[config.mk]
export PLATFORM = sky130hd
export DESIGN_NAME = uart_receiver_flat
export DESIGN_NICKNAME = d
export VERILOG_FILES = /design/src/rtl/uart_pkg.sv /design/src/rtl/uart_receiver_if.sv /design/src/rtl/uart_sync_2ff.sv /design/src/rtl/uart_receiver.sv /design/src/flat_wrapper.sv
export SDC_FILE = /design/constraint.sdc
export NUM_CORES = 1
export LEC_CHECK = 0
export CAP_MARGIN = 20
export CORE_MARGIN = 4
export CORE_UTILIZATION = 52
export DETAILED_ROUTE_END_ITERATION = 16
export GPL_TIMING_DRIVEN = 0
export PLACE_DENSITY = 0.75
export SYNTH_ARGS = -nofsm -noshare
export SYNTH_HDL_FRONTEND = slang
export SYNTH_SLANG_ARGS = --single-unit
[constraint.sdc]
create_clock -name clk -period 2.15 [get_ports clk]
set_input_delay 0.43 -clock clk [delete_from_list [all_inputs] [get_ports clk]]
set_output_delay 0.43 -clock clk [all_outputs]
set_load 0.1 [all_outputs]
[src/rtl/uart_pkg.sv]
// Shared UART definitions: receiver state encoding, frame format and baud helper.
package uart_pkg;

  typedef enum logic [2:0] {
    ST_IDLE,
    ST_START,
    ST_DATA,
    ST_PARITY,
    ST_STOP
  } uart_state_t;

  localparam int   DATA_BITS   = 8;
  localparam logic PARITY_EVEN = 1'b1;

  function automatic int unsigned cycles_per_bit(input int unsigned clock_freq,
                                                 input int unsigned baud);
    return clock_freq / baud;
  endfunction

endpackage

[src/rtl/uart_receiver_if.sv]
// Receiver-to-RX-FIFO write port: byte, strobe, per-frame status and backpressure.
interface uart_receiver_if;
  logic [7:0] rx_data;
  logic       rx_valid;
  logic       parity_error;
  logic       framing_error;
  logic       overrun_error;
  logic       fifo_full;

  modport master (output rx_data, rx_valid, parity_error, framing_error, overrun_error,
                  input  fifo_full);
  modport slave  (input  rx_data, rx_valid, parity_error, framing_error, overrun_error,
                  output fifo_full);
endinterface

[src/rtl/uart_sync_2ff.sv]
// Two-flop synchronizer for a single asynchronous input, with selectable reset value.
module uart_sync_2ff #(
  parameter logic RST_VAL = 1'b1
) (
  input  logic clk,
  input  logic rst,
  input  logic d,
  output logic q
);

  logic meta_q;

  always_ff @(posedge clk or posedge rst) begin
    if (rst) begin
      meta_q <= RST_VAL;
      q      <= RST_VAL;
    end else begin
      meta_q <= d;
      q      <= meta_q;
    end
  end

endmodule

[src/rtl/uart_receiver.sv]
// 8E1 UART receiver: mid-bit sampling off a per-bit counter, one write strobe per frame.
//   state     | meaning
//   ST_IDLE   | waiting for a high-to-low edge on the synchronized line
//   ST_START  | counting to mid start bit to reject glitches
//   ST_DATA   | sampling the 8 data bits, LSB first
//   ST_PARITY | sampling the even-parity bit
//   ST_STOP   | sampling the stop bit, then reporting the frame
module uart_receiver
  import uart_pkg::*;
#(
  parameter int unsigned CLOCK_FREQ = 50_000_000,
  parameter int unsigned BAUD       = 9600
) (
  input  logic             clk,
  input  logic             rst,
  input  logic             rx_line,
  output logic             state_busy,
  uart_receiver_if.master  rx
);

  localparam int unsigned CPB   = cycles_per_bit(CLOCK_FREQ, BAUD);
  localparam int unsigned HALF  = CPB / 2;
  localparam int          CNT_W = (CPB > 1) ? $clog2(CPB) : 1;
  localparam int          IDX_W = $clog2(DATA_BITS);

  localparam logic [CNT_W-1:0] CNT_LAST = CNT_W'(CPB - 1);
  localparam logic [CNT_W-1:0] CNT_MID  = CNT_W'(HALF - 1);
  localparam logic [IDX_W-1:0] IDX_LAST = IDX_W'(DATA_BITS - 1);

  uart_state_t          state_q, state_nxt;
  logic [CNT_W-1:0]     cnt_q, cnt_nxt;
  logic [IDX_W-1:0]     idx_q, idx_nxt;
  logic [DATA_BITS-1:0] shreg_q, shreg_nxt;
  logic                 par_q, par_nxt;
  logic                 rx_s, rx_prev_q;
  logic                 bit_end;
  logic [7:0]           data_q, data_nxt;
  logic                 perr_q, perr_nxt;
  logic                 ferr_q, ferr_nxt;
  logic                 valid_q, valid_nxt;
  logic                 ovr_q, ovr_nxt;

  uart_sync_2ff #(.RST_VAL(1'b1)) u_sync (
    .clk (clk),
    .rst (rst),
    .d   (rx_line),
    .q   (rx_s)
  );

  assign bit_end = (cnt_q == CNT_LAST);

  always_ff @(posedge clk or posedge rst) begin
    if (rst) begin
      state_q   <= ST_IDLE;
      cnt_q     <= '0;
      idx_q     <= '0;
      shreg_q   <= '0;
      par_q     <= 1'b0;
      rx_prev_q <= 1'b1;
      data_q    <= 8'h00;
      perr_q    <= 1'b0;
      ferr_q    <= 1'b0;
      valid_q   <= 1'b0;
      ovr_q     <= 1'b0;
    end else begin
      state_q   <= state_nxt;
      cnt_q     <= cnt_nxt;
      idx_q     <= idx_nxt;
      shreg_q   <= shreg_nxt;
      par_q     <= par_nxt;
      rx_prev_q <= rx_s;
      data_q    <= data_nxt;
      perr_q    <= perr_nxt;
      ferr_q    <= ferr_nxt;
      valid_q   <= valid_nxt;
      ovr_q     <= ovr_nxt;
    end
  end

  always_comb begin
    state_nxt = state_q;
    cnt_nxt   = cnt_q;
    idx_nxt   = idx_q;
    shreg_nxt = shreg_q;
    par_nxt   = par_q;
    data_nxt  = data_q;
    perr_nxt  = perr_q;
    ferr_nxt  = ferr_q;
    valid_nxt = 1'b0;
    ovr_nxt   = 1'b0;

    unique case (state_q)
      ST_IDLE: begin
        // A line stuck low after a bad stop bit has no edge, so it cannot restart a frame.
        if (rx_prev_q && !rx_s) begin
          state_nxt = ST_START;
          cnt_nxt   = '0;
          idx_nxt   = '0;
        end
      end
      ST_START: begin
        if (cnt_q == CNT_MID) begin
          cnt_nxt   = '0;
          state_nxt = rx_s ? ST_IDLE : ST_DATA;
        end else begin
          cnt_nxt = cnt_q + 1'b1;
        end
      end
      ST_DATA: begin
        if (bit_end) begin
          shreg_nxt[idx_q] = rx_s;
          idx_nxt          = idx_q + 1'b1;
          cnt_nxt          = '0;
          if (idx_q == IDX_LAST) state_nxt = ST_PARITY;
        end else begin
          cnt_nxt = cnt_q + 1'b1;
        end
      end
      ST_PARITY: begin
        if (bit_end) begin
          par_nxt   = rx_s;
          cnt_nxt   = '0;
          state_nxt = ST_STOP;
        end else begin
          cnt_nxt = cnt_q + 1'b1;
        end
      end
      ST_STOP: begin
        if (bit_end) begin
          cnt_nxt   = '0;
          state_nxt = ST_IDLE;
          data_nxt  = shreg_q;
          perr_nxt  = (^{shreg_q, par_q}) ^ ~PARITY_EVEN;
          ferr_nxt  = ~rx_s;
          valid_nxt = ~rx.fifo_full;
          ovr_nxt   = rx.fifo_full;
        end else begin
          cnt_nxt = cnt_q + 1'b1;
        end
      end
      default: state_nxt = ST_IDLE;
    endcase
  end

  assign state_busy       = (state_q != ST_IDLE);
  assign rx.rx_data       = data_q;
  assign rx.rx_valid      = valid_q;
  assign rx.parity_error  = perr_q;
  assign rx.framing_error = ferr_q;
  assign rx.overrun_error = ovr_q;

endmodule

[src/flat_wrapper.sv]
// flat-port wrapper written by rule: the top's interface ports become plain ports
module uart_receiver_flat import uart_pkg::*;
#(
  parameter int unsigned CLOCK_FREQ = 50_000_000,
  parameter int unsigned BAUD       = 9600
)
  (clk, rst, rx_line, state_busy, rx_rx_data, rx_rx_valid, rx_parity_error, rx_framing_error, rx_overrun_error, rx_fifo_full);
  uart_receiver_if rx_i ();
  input  logic clk;
  input  logic rst;
  input  logic rx_line;
  output logic state_busy;
  output wire logic [$bits(rx_i.rx_data)-1:0] rx_rx_data;
  output wire logic [$bits(rx_i.rx_valid)-1:0] rx_rx_valid;
  output wire logic [$bits(rx_i.parity_error)-1:0] rx_parity_error;
  output wire logic [$bits(rx_i.framing_error)-1:0] rx_framing_error;
  output wire logic [$bits(rx_i.overrun_error)-1:0] rx_overrun_error;
  input wire logic [$bits(rx_i.fifo_full)-1:0] rx_fifo_full;
  assign rx_rx_data = rx_i.rx_data;
  assign rx_rx_valid = rx_i.rx_valid;
  assign rx_parity_error = rx_i.parity_error;
  assign rx_framing_error = rx_i.framing_error;
  assign rx_overrun_error = rx_i.overrun_error;
  assign rx_i.fifo_full = rx_fifo_full;
  uart_receiver #(.CLOCK_FREQ(CLOCK_FREQ), .BAUD(BAUD)) u_core (.clk(clk), .rst(rst), .rx_line(rx_line), .state_busy(state_busy), .rx(rx_i));
endmodule
-- Word-level counts from Yosys, hierarchy flattened
Index checks and enable logic that the tools add are counted.
- bits in registers: 43
- latch bits: 0
- RAM bits: 0
- ROM bits: 0
- input port bits: 4
- memories kept: 0
- add/subtract/negate cells: 2
- multiply operators: 0
- div/mod/pow operators: 0
- order comparisons: 2
- eq/ne operators: 13
- shift operators: 0
- multiplexer cells: 22
- bitwise operators: 2
- reductions and logical operators: 15
- operators with widths (cell ; count):
    two-way mux 13 bit ; 3
    one-hot mux 13 bit (3 select lines) ; 1
    two-way mux 3 bit ; 8
    one-hot mux 3 bit (5 select lines) ; 1
    adder 13 x 1 -> 13 bit (second input constant) ; 1
    equality test 13 x 12 -> 1 bit (second input constant) ; 1
    equality test 13 bit (second input constant) ; 1
    != test 2 x 1 -> 1 bit (second input constant) ; 6
    XOR reduction 9 bit ; 1
    bitwise mux 8 bit ; 1
    AND reduction 2 bit ; 4
    equality test 3 x 2 -> 1 bit (second input constant) ; 2
    equality test 3 bit (second input constant) ; 2
    one-hot mux 3 bit (2 select lines) ; 1
    AND reduction 6 bit ; 1
    nonzero test 3 bit ; 2
    two-way mux 1 bit ; 5
    < comparator 3 x 4 -> 1 bit (second input constant) ; 1
    adder 3 x 1 -> 3 bit (second input constant) ; 1
    demux 1 bit (select 3 bit) ; 1
    equality test 3 x 1 -> 1 bit (second input constant) ; 1
    >= comparator 3 x 1 -> 1 bit (second input constant) ; 1
    zero test 3 bit ; 1
    AND reduction 3 bit ; 1
    6 further kinds ; 8

-- Longest topological paths before layout
- word-level depth: 5
- mapped depth: 7
- depth with buffers taken out: 6

-- By module
Synthesis repeated with hierarchy kept, for this count alone.
- cell total of the unflattened synthesis: 205
- area total of the unflattened synthesis: 2250.9 µm²
- by module, submodules not included (module ; times used ; cells an instance ; area each (µm²)):
    uart_receiver ; 1 ; 202 ; 2194.6
    uart_sync_2ff ; 1 ; 3 ; 56.3

-- Worst setup path after synthesis
No wires, ideal clock.
- path kind: register to register
- from: reg u_core.cnt_q[0]
- to: reg u_core.shreg_q[4]
- setup time: 0.125 ns
- data arrival time: 1.922 ns
- path slack: 0.103 ns
- stages on the path, launching flop included: 7
- buffers on the path: 0
- clock period less this slack: 2.047 ns
- cells stage by stage: dfrtp_1 > ha_1 > and4_1 > nand4b_1 > or3_1 > nor3b_1 > mux2_2
- cells in the longest elaborated chain, start to end: 2
- RTL lines (element ; line ; text):
    from (decl) ; uart_receiver.sv:31 ; logic [CNT_W-1:0] cnt_q, cnt_nxt;
    from (signal assigned) ; uart_receiver.sv:67 ; cnt_q <= cnt_nxt;
    equality test 13 bit ; uart_receiver.sv:50 ; assign bit_end = (cnt_q == CNT_LAST);
    AND reduction 2 bit (no source line) ; n/a ;
    to (signal assigned) ; uart_receiver.sv:69 ; shreg_q <= shreg_nxt;
    to (decl) ; uart_receiver.sv:33 ; logic [DATA_BITS-1:0] shreg_q, shreg_nxt;
No other way between the ends.
A chain may end at the register's enable or synchronous reset.

-- Worst setup path after layout
- from: reg u_core.cnt_q[0]
- to: reg u_core.cnt_q[12]
- cells in the longest elaborated chain, start to end: 3
- elaborated cells between the ends (all ways): 6
- those cells by class: add/sub: 1; eq/ne: 2; mux: 3
- RTL lines (element ; line ; text):
    adder 13 x 1 -> 13 bit (tied with other cells) ; n/a ;
    two-way mux 13 bit, on equally long branches ; n/a ;
    one-hot mux 13 bit (3 select lines) * ; uart_receiver.sv:92 ; unique case (state_q)
Every way passes the cells marked *; elsewhere a longest branch is shown, timed or not.

==> impl_results.md <==
- Ys Warns: 0
- Initial Util: 53.9%
- Mux contribution to synthesized area: 9.80%
- Non-Filler Instances: 279
- Pwr Total: 2210 uW
- Share of the synthesized area in the top cell type: 46.1%
- Horiz. Die Dim: 72.6 um
- Worst VDD drop: 540 uV
- Post-synthesis sequential area ratio: 49.8%
- Yosys cell types: 42
- GRT Total Usage: 18.6%
- Via density: 5.98
- # clock sinks: 43
- TritonCTS clock tree: yes
- # IOs: 17
- Core area: 4030 sq um
- CP Launch Type: register
- Top post-synthesis cells by area: dfrtp_1 (46%), mux2_2 (9.3%), a22o_1 (4.0%)
- Most frequent cells in the layout: dfrtp_1 (40), mux2_2 (18), nand2_1 (17)
- Layout area overhead: 18.9%
- Vias in the first global route: 1,581
- First-pass GRT wire length: 7530 um
- Syn_area_per_cell: 10.9 sq um
- Final min period: 2.12 ns
- FP Rows: 23
- Antenna violations before repair: 0
- Worst reg-to-reg path cell count: 7
- Rel. slew slack: 36.5%
- Pwr/cell area: 856 nW/um^2
- Compound-Gate Fraction of Synth Area: 11.9%
- Max-cap violations: 0
- Worst path cell trace: ha_4 -> or3b_4 -> nor4_4 -> o22ai_4 -> buf_6 -> o211a_1 -> a221o_1
- Routed len/inst: 16.3 um
- Post-synthesis simple-gate area fraction: 18.6%
- Worst EP arrival: 2.31 ns
- Fillers: 320
- Multi-input gate area: 1060 sq um
- Post-synthesis net count: 206
- Max clock buf depth: 2
- FMAX: 471 MHz
- Vias: 1,669
- Final worst setup slack: 0.0258 ns
- Crit path max fanout: 6
- Area leader, netlist: dfrtp_1
- Placer Congestion: 0.892
- Largest net degree at the start of global routing: 44
- Routed WL: 4550 um
- Placed instance area: 2390 sq um
- Skew-Pair Late Insertion Delay: 0.30 ns
- Final Max Slew Viols: 0
- # setup viols final: 0
- Crit-path max cell delay: 0.43 ns
- Die height: 72.6 um
- Reg area: 1080 sq um
- CTS buffer count: 5
- H-Tree Depth: 2
- Most common cell after layout, fill and taps aside: dfrtp_1
- Root Buffer: clkbuf_8
- Critical path data required time: 2.34 ns
- LEAKAGE: 0.00124 uW
- Slowest CP cell: dfrtp_1
- Starting DRT DRC Count: 121
- ANT nets after route: 0
- HP Class: reg -> reg
- Final worst-path cycle share: 98.8%
- RSZ-0062 raised after global routing: yes
- Final nets: 235
- Hold buffers post-CTS: 0
- Mapped Cells: 199
- Final hold violation count: 0
- Crit path kind: reg -> reg
- Main combinational cell family by area after synthesis: simple AND/OR/NAND/NOR gates
- Pre-CTS setup slack: -0.301 ns
- Antenna cells: 0
- Post-detail-place hpwl: 2940 um
- Setup crit end kind: register
- DR pass1 iterations: 4
- CTS clock-pin slew for the worst setup and hold paths: 0.08 ns
- # placed instances: 265
- Seq cells post-synth: 43
- Share of post-route cells with drive strength above 1: 24.5%
- Cell area after layout: 2580 sq um
- DRC Markers: 0
- WHS: 0.354 ns
- Synth Area in Adders: 1.73%
- Die Footprint: 5270 sq um
- Total global routing overflow: 0
- Hold depth: 0
- Mapped Area: 2170 sq um
- Status: finished, final reports clean
- Least-Margin Pin Slew: 0.957 ns
- Xor/xnor share of the synthesized area: 4.44%
- I/O Buffers: 16
- Layout Skew: 0.00643 ns
## flip-flops by register name (all words and copies together), names as in the netlist
signal                   cells
u_core.cnt_q                13
u_core.rx.rx_data            8
u_core.shreg_q               8
u_core.idx_q                 3
u_core.state_q               3
u_core.par_q                 1
u_core.rx.framing_error      1
u_core.rx.overrun_error      1
u_core.rx.parity_error       1
u_core.rx.rx_valid           1
u_core.rx_prev_q             1
u_core.u_sync.meta_q         1
u_core.u_sync.q              1
## cell usage after synthesis
library cell,number
mux2_2,18
a41oi_1,1
or3b_1,1
o31ai_1,1
o211a_1,1
nand2_1,17
buf_1,1
or2_2,1
and4_1,1
nand3_1,5
a221o_1,2
a21o_1,3
xnor2_1,7
nand4_1,2
a31oi_1,3
nand2b_1,2
buf_6,2
or3_1,3
nor4_1,2
or4b_1,1
dfstp_2,3
xor2_1,4
nand3b_1,3
a22o_1,10
nand4b_1,2
nor2_1,10
a21oi_1,8
dfrtp_1,40
or3b_2,1
buf_2,2
nor4_4,1
nor3_1,9
and3_1,3
nor4_2,2
nor3b_1,3
mux2i_1,1
o22ai_2,1
o21ai_0,6
clkbuf_1,7
ha_1,3
nor2b_1,1
inv_1,5
## worst max-delay path, delay by kind of cell (launching register included)
family / cells / cell delay (ns)
AO/OA/AOI/OAI: 3 / 0.51
flip-flops: 1 / 0.43
buffers and inverters: 1 / 0.15
adder cells (fa/ha/maj): 1 / 0.17
AND/OR/NAND/NOR: 2 / 0.75
## cell type report
class                           count  share of cell area (%)
Sequential cell                    43                    41.9
Multi-Input combinational cell    139                    41.3
Buffer                             10                    2.23
Clock buffer                        7                    3.35
Inverter                            5                   0.728
Clock inverter                      1                   0.194
Timing Repair Buffer               24                    7.91
Tap cell                           50                    2.43
## cell families (layout without fill, tap and decap cells)
| kind of cell | count (synthesis) | count (layout) |
|---|---|---|
| AOI/OAI and AO/OA | 36 | 36 |
| xor gates and xnor gates | 11 | 11 |
| adders and majority gates | 3 | 3 |
| buffers and inverters | 17 | 47 |
| DFF | 43 | 43 |
| muxes | 19 | 19 |
| and+or+nand+nor | 70 | 70 |
## metrics by stage
step | util (%) | setup TNS, ns
after CTS | 61.5 | 0
after detailed placement | 59.4 | -1.86
after global routing | 64.0 | -0.0818
after floorplan | - | 0
final | 64.0 | 0
after global placement | 59.4 | -7.65
## final timing paths
path,from,end,slack (ns)
setup / recovery,u_core.cnt_q[0]$_DFFE_PP0P_,u_core.cnt_q[12]$_DFFE_PP0P_,0.03
hold / removal,u_core.u_sync.meta_q$_DFF_PP1_,u_core.u_sync.q$_DFF_PP1_,0.35
setup reg to reg,u_core.cnt_q[0]$_DFFE_PP0P_,u_core.cnt_q[12]$_DFFE_PP0P_,0.03
hold reg to reg,u_core.u_sync.meta_q$_DFF_PP1_,u_core.u_sync.q$_DFF_PP1_,0.35
max in group asynchronous,rst,u_core.cnt_q[11]$_DFFE_PP0P_,0.94
min in group asynchronous,rst,u_core.rx.rx_data[4]$_DFFE_PP0P_,0.64
## layer usage
layer / GRT usage, % / vias to the layer above / share of wire (%)
li1: - / 782 / -
met1: 25.0 / 820 / 46
met2: 29.0 / 59 / 46
met3: 4.55 / 8 / 6.5
met4: 7.38 / 0 / 1.8
met5: 0 / - / 0
## power breakdown
part	internal, uW	switching (uW)	leakage (uW)
logic	283	472	0.000608
clock network	259	273	0.0000482
registers	861	59.8	0.000584
total	1400	805	0.00124
## repair_timing
action,CTS,global route
cloned,0,1
setup buffers,1,6
setup endpoints to repair,35,32
resized for setup,20,13
pin swaps,2,3
Note: power is estimated with default switching activity, not from simulation.
